==> src/rtl/accum_sequencer_if.sv <==
// Bundle of operand, adder and result signals shared between the sequencer and its neighbours.
// The slave view belongs to the sequencer; the master view drives it.
interface accum_sequencer_if #(
    parameter int CNT_W = 4
);
    logic             start;
    logic [CNT_W-1:0] len;
    logic             in_valid;
    logic [7:0]       in_data;
    logic             in_ready;
    logic [7:0]       add_a;
    logic [7:0]       add_b;
    logic [7:0]       add_sum;
    logic             add_cout;
    logic             res_valid;
    logic             res_ready;
    logic [7:0]       res_sum;
    logic [CNT_W-1:0] res_carry;
    logic             res_ovf;
    logic             busy;

    modport slave (
        input  start, len, in_valid, in_data, add_sum, add_cout, res_ready,
        output in_ready, add_a, add_b, res_valid, res_sum, res_carry, res_ovf, busy
    );

    modport master (
        output start, len, in_valid, in_data, add_sum, add_cout, res_ready,
        input  in_ready, add_a, add_b, res_valid, res_sum, res_carry, res_ovf, busy
    );
endinterface

==> src/rtl/accum_sequencer.sv <==
// Feeds a programmed number of bytes through an external combinational 8-bit adder,
// keeps the running sum and a saturating carry count, and hands back the result.
module accum_sequencer #(
    parameter int CNT_W = 4
) (
    input logic               clk,
    input logic               rst_n,
    accum_sequencer_if.slave  bus
);
    typedef enum logic [1:0] {IDLE, ACCUM, DONE} state_t;

    state_t           state, state_next;
    logic [7:0]       acc, acc_next;
    logic [CNT_W-1:0] remaining, remaining_next;
    logic [CNT_W-1:0] carry_cnt, carry_cnt_next;

    function automatic logic [CNT_W-1:0] sat_inc(input logic [CNT_W-1:0] cnt, input logic inc);
        if (inc && (cnt != {CNT_W{1'b1}}))
            return cnt + CNT_W'(1);
        return cnt;
    endfunction

    always_ff @(posedge clk or negedge rst_n) begin
        if (!rst_n) begin
            state     <= IDLE;
            acc       <= 8'd0;
            remaining <= '0;
            carry_cnt <= '0;
        end else begin
            state     <= state_next;
            acc       <= acc_next;
            remaining <= remaining_next;
            carry_cnt <= carry_cnt_next;
        end
    end

    always_comb begin
        state_next     = state;
        acc_next       = acc;
        remaining_next = remaining;
        carry_cnt_next = carry_cnt;
        unique case (state)
            IDLE: begin
                if (bus.start) begin
                    acc_next       = 8'd0;
                    carry_cnt_next = '0;
                    if (bus.len != '0) begin
                        remaining_next = bus.len;
                        state_next     = ACCUM;
                    end else begin
                        state_next     = DONE;
                    end
                end
            end
            ACCUM: begin
                if (bus.in_valid) begin
                    acc_next       = bus.add_sum;
                    carry_cnt_next = sat_inc(carry_cnt, bus.add_cout);
                    remaining_next = remaining - CNT_W'(1);
                    if (remaining == CNT_W'(1))
                        state_next = DONE;
                end
            end
            DONE: begin
                // acc and carry_cnt stay put so the last result remains observable on add_a
                if (bus.res_ready)
                    state_next = IDLE;
            end
            default: state_next = IDLE;
        endcase
    end

    assign bus.in_ready  = (state == ACCUM);
    assign bus.add_a     = acc;
    assign bus.add_b     = bus.in_data;
    assign bus.res_valid = (state == DONE);
    assign bus.res_sum   = (state == DONE) ? acc : 8'd0;
    assign bus.res_carry = (state == DONE) ? carry_cnt : '0;
    assign bus.res_ovf   = (state == DONE) && (carry_cnt != '0);
    assign bus.busy      = (state != IDLE);
endmodule
==> src/flat_wrapper.sv <==
// flat-port wrapper written by rule: the top's interface ports become plain ports
module accum_sequencer_flat 
#(
    parameter int CNT_W = 4
)
  (clk, rst_n, bus_start, bus_len, bus_in_valid, bus_in_data, bus_add_sum, bus_add_cout, bus_res_ready, bus_in_ready, bus_add_a, bus_add_b, bus_res_valid, bus_res_sum, bus_res_carry, bus_res_ovf, bus_busy);
  accum_sequencer_if #(.CNT_W(CNT_W)) bus_i ();
  input logic clk;
  input logic rst_n;
  input wire logic [$bits(bus_i.start)-1:0] bus_start;
  input wire logic [$bits(bus_i.len)-1:0] bus_len;
  input wire logic [$bits(bus_i.in_valid)-1:0] bus_in_valid;
  input wire logic [$bits(bus_i.in_data)-1:0] bus_in_data;
  input wire logic [$bits(bus_i.add_sum)-1:0] bus_add_sum;
  input wire logic [$bits(bus_i.add_cout)-1:0] bus_add_cout;
  input wire logic [$bits(bus_i.res_ready)-1:0] bus_res_ready;
  output wire logic [$bits(bus_i.in_ready)-1:0] bus_in_ready;
  output wire logic [$bits(bus_i.add_a)-1:0] bus_add_a;
  output wire logic [$bits(bus_i.add_b)-1:0] bus_add_b;
  output wire logic [$bits(bus_i.res_valid)-1:0] bus_res_valid;
  output wire logic [$bits(bus_i.res_sum)-1:0] bus_res_sum;
  output wire logic [$bits(bus_i.res_carry)-1:0] bus_res_carry;
  output wire logic [$bits(bus_i.res_ovf)-1:0] bus_res_ovf;
  output wire logic [$bits(bus_i.busy)-1:0] bus_busy;
  assign bus_i.start = bus_start;
  assign bus_i.len = bus_len;
  assign bus_i.in_valid = bus_in_valid;
  assign bus_i.in_data = bus_in_data;
  assign bus_i.add_sum = bus_add_sum;
  assign bus_i.add_cout = bus_add_cout;
  assign bus_i.res_ready = bus_res_ready;
  assign bus_in_ready = bus_i.in_ready;
  assign bus_add_a = bus_i.add_a;
  assign bus_add_b = bus_i.add_b;
  assign bus_res_valid = bus_i.res_valid;
  assign bus_res_sum = bus_i.res_sum;
  assign bus_res_carry = bus_i.res_carry;
  assign bus_res_ovf = bus_i.res_ovf;
  assign bus_busy = bus_i.busy;
  accum_sequencer #(.CNT_W(CNT_W)) u_core (.clk(clk), .rst_n(rst_n), .bus(bus_i));
endmodule
==> config.mk <==
export PLATFORM = sky130hd
export DESIGN_NAME = accum_sequencer_flat
export DESIGN_NICKNAME = d
export VERILOG_FILES = /design/src/rtl/accum_sequencer_if.sv /design/src/rtl/accum_sequencer.sv /design/src/flat_wrapper.sv
export SDC_FILE = /design/constraint.sdc
export NUM_CORES = 1
export LEC_CHECK = 0
export BUFFER_PORTS_ARGS = -buffer_cell sky130_fd_sc_hd__buf_2
export CORE_ASPECT_RATIO = 0.6
export CORE_UTILIZATION = 45
export DETAILED_ROUTE_END_ITERATION = 8
export PLACE_DENSITY = 0.8
export SLEW_MARGIN = 5
export SYNTH_ARGS = -nofsm -noshare
export SYNTH_HDL_FRONTEND = slang
export SYNTH_SLANG_ARGS = --single-unit
==> constraint.sdc <==
create_clock -name clk -period 2.9 [get_ports clk]
set_clock_uncertainty 0.1 [all_clocks]
set_input_delay 0.87 -clock clk [delete_from_list [all_inputs] [get_ports clk]]
set_output_delay 0.87 -clock clk [all_outputs]
set_load 0.005 [all_outputs]
==> metrics.csv <==
stage,metric,value,unit
outcome,status,completed,
finish,share of cells above drive strength 1,30.1,%
min_path,hold endpoint,u_core.bus.add_a[0]$_DFFE_PN0P_,
finish,synthesis-to-layout area growth,19.7,%
detailed_routing,Post-DRT Antenna Nets,0,
timing,RSZ-0062 raised after global routing,no,
cts,"CTS clk-pin slew, worst paths",0.07,ns
worst_setup_path,reg-to-reg setup timing slack,1.31,ns
floorplan,Rows,13,
placed_design,Placed Instance Area,1250,um2
finish,diode count,0,
global_route,global-route wire length before repair,3870,um
finish,final net count,194,
yosys,Synth area leaders,"dfrtp_1 41%, nand2_1 8.9%, and2_1 5.7%",
worst_setup_path,RR Startpoint,u_core.state[1]$_DFFE_PN0P_,
global_route,largest net degree at the start of global routing,19,
cts,clk_lat worst skew,0.25,ns
placed_design,PortBufs,41,
cts,clock buffer count from CTS,3,
worst_setup_path,worst-path maximum fanout,11,
timing,fmax,394,MHz
floorplan,Die Y,40.2,um
worst_setup_path,"delay-heaviest family, CP",flip-flops,
worst_setup_path,worst r2r dst,u_core.remaining[3]$_DFFE_PN0P_,
worst_setup_path,worst path arrival time,1.57,ns
timing,Period minus WS final,2.54,ns
floorplan,Die Area,2640,um2
cts,post-CTS setup buffers,0,
finish,post-route cell area,1310,um2
yosys,Async SR Flop Fraction,100,%
detailed_routing,via count,1004,
power_and_ir_drop,leak pwr,0.708,nW
cts,H-Tree Depth,1,
yosys,post-synth top area share,41.1,%
yosys,synth warn,0,
global_route,gr ovfl total,0,
timing,max_slew headroom,64.8,%
detailed_routing,iteration count of the initial detailed-routing pass,4,
cts,Post-CTS Resized,0,
worst_setup_path,CP Buf/Inv Count,2,
yosys,Synth Net Count,161,
cts,root buffer cell,clkbuf_8,
yosys,Syn Area/Cell,8.36,um2
cts,maximum clock path buffer count,2,
flow_run,maxcap violations,0,
global_route,initial antenna violation count,0,
timing,max-slew violations,0,
worst_setup_path,WP data required,1.93,ns
min_path,hold_sp,u_core.bus.add_a[0]$_DFFE_PN0P_,
floorplan,initial core utilization,49.1,%
min_path,Hold Crit Depth,2,
timing,Final Hold Viols,0,
worst_setup_path,crit-path cells,nand2b_1 > inv_1 > and2_1 > buf_2,
worst_setup_path,critical path type,flop to output pin,
finish,filler cell count,204,
yosys,synthesized instance count,131,
timing,Setup-failing EPs final,0,
timing,Final Cycle Share,87.6,%
placed_design,GPL Wtd Cong,0.805,
floorplan,Die X,65.7,um
power_and_ir_drop,Power Density,907,nW/um2
cts,hold_buf cts,0,
detailed_routing,vias per cell,5.20,
detailed_routing,DR iter-0 viols,51,
cts,CTS tree,yes,
yosys,Unique masters post-synth,29,
yosys,Most used DFF post-synth,dfrtp_1,
global_route,vias in the first global route,847,
cts,Sink Count,18,
worst_setup_path,CP max stage delay,0.46,ns
floorplan,IO Count,58,
detailed_routing,drt drc,0,
global_route,total track usage,20.6,%
worst_setup_path,Worst R2R Path Depth,5,
power_and_ir_drop,Worst VDD drop,449,uV
detailed_routing,final WL,2650,um
min_path,Hold Path Class,flop to flop,
timing,slew at the pin closest to its max-slew limit,0.526,ns
worst_setup_path,Critical-path top delay cell,dfrtp_1,
yosys,Yosys reg bits,18,
floorplan,core area,2230,um2
yosys,post-synthesis sequential area ratio,41.1,%
timing,setup TNS,0,ns
yosys,Post-Syn Area,1090,um2
detailed_routing,mean routed wirelength per cell,13.7,um
yosys,Yosys top cell by area,dfrtp_1,
placed_design,HPWL after DPL,2000,um
yosys,Post-synth EDFFs,0,
worst_setup_path,CP Capture Type,output pin,
worst_setup_path,CP Launch Type,flop,
layout by cell type, fill, tap and decap left out, types with 2 or more instances in the layout:
cell | netlist | routed
a21oi_1 | 7 | 7
nor2_1 | 7 | 7
and2_1 | 10 | 10
nand3_1 | 11 | 11
nand2b_1 | 4 | 4
dfrtp_1 | 18 | 18
nand2_1 | 26 | 26
inv_1 | 6 | 6
o22ai_1 | 3 | 3
o21ai_0 | 6 | 6
ha_1 | 4 | 4
buf_2 | 3 | 41
mux2i_1 | 2 | 2
clkbuf_8 | 0 | 4
report_power, final:
| group | leakage (nW) | internal [mW] | switching, mW |
|---|---|---|---|
| logic | 0.446 | 0.211 | 0.314 |
| registers | 0.233 | 0.349 | 0.108 |
| clock network | 0.0288 | 0.121 | 0.0846 |
through the flow:
stage | total power, mW | setup WS [ns] | cells | util [%] | hold slack, ns
4_1_cts | 1.19 | 0.364 | 193 | 58.8 | 0.390
6_report | 1.19 | 0.361 | 193 | 58.8 | 0.391
5_1_grt | 1.29 | 0.252 | 193 | 58.8 | 0.417
3_3_place_gp | 0.948 | 0.746 | 189 | 56.3 | 0.361
3_5_place_dp | 0.982 | 0.667 | 189 | 56.3 | 0.375
2_1_floorplan | 0.811 | 0.859 | 131 | - | 0.377
cells in the mapped netlist (all sizes together), types with 2 or more instances:
cell type and n:
nand3 11, o21ai 7, nor2 7, clkbuf 2, buf 11, and2 10
nand2 26, inv 7, mux2i 2, dfrtp 18, a21oi 7, ha 4
o22ai 3, nand2b 4
per-layer routing:
| metal | vias to the layer above | part of all wire (%) | wire length, um | global-route usage, % |
|---|---|---|---|---|
| met1 | 471 | 45 | 1190 | 25.1 |
| li1 | 496 | - | - | - |
| met2 | 37 | 50 | 1330 | 36.2 |
| met4 | 0 | 0 | 0 | 6.52 |
| met5 | - | 0 | 0 | 0 |
| met3 | 0 | 4.7 | 125 | 5.97 |
worst min-delay path: stages (launching register included):
cell,delay [ns]
dfrtp_1,0.36
nand2_1,0.05
nand2_1,0.05
logic make-up after synthesis:
family,share of synthesized area (%)
flip-flops,41.1
buffers and inverters,9.94
AO/OA/AOI/OAI,12.8
AND/OR/NAND/NOR,29.7
adder cells (fa/ha/maj),4.57
multiplexers,1.83
worst max-delay path by stage:
stage	from	endpoint	slack [ns]	cells after the start
final	u_core.state[0]$_DFFE_PN0P_	bus_res_sum[6]	0.36	4
after global routing	u_core.state[1]$_DFFE_PN0P_	bus_res_sum[6]	0.25	4
after CTS	u_core.state[0]$_DFFE_PN0P_	bus_res_sum[6]	0.36	4
after detailed placement	u_core.state[1]$_DFFE_PN0P_	bus_res_sum[5]	0.67	4
after global placement	u_core.state[0]$_DFFE_PN0P_	bus_res_sum[5]	0.75	4
after floorplan	u_core.state[0]$_DFFE_PN0P_	bus_res_carry[2]	0.86	4
sequential cells by signal (all words and copies together) (netlist names):
| register | flops |
|---|---|
| u_core.remaining | 4 |
| u_core.carry_cnt | 4 |
| u_core.bus.add_a | 8 |
| u_core.state | 2 |
area by class of cell:
class	instances	area [um2]	share of cell area [%]
Clock buffer	4	55.1	4.20
Timing Repair Buffer	41	205	15.7
Sequential cell	18	450	34.4
Multi-Input combinational cell	93	536	40.9
Tap cell	30	37.5	2.87
Inverter	7	26.3	2.01
Note: power is estimated with default switching activity, not from simulation.
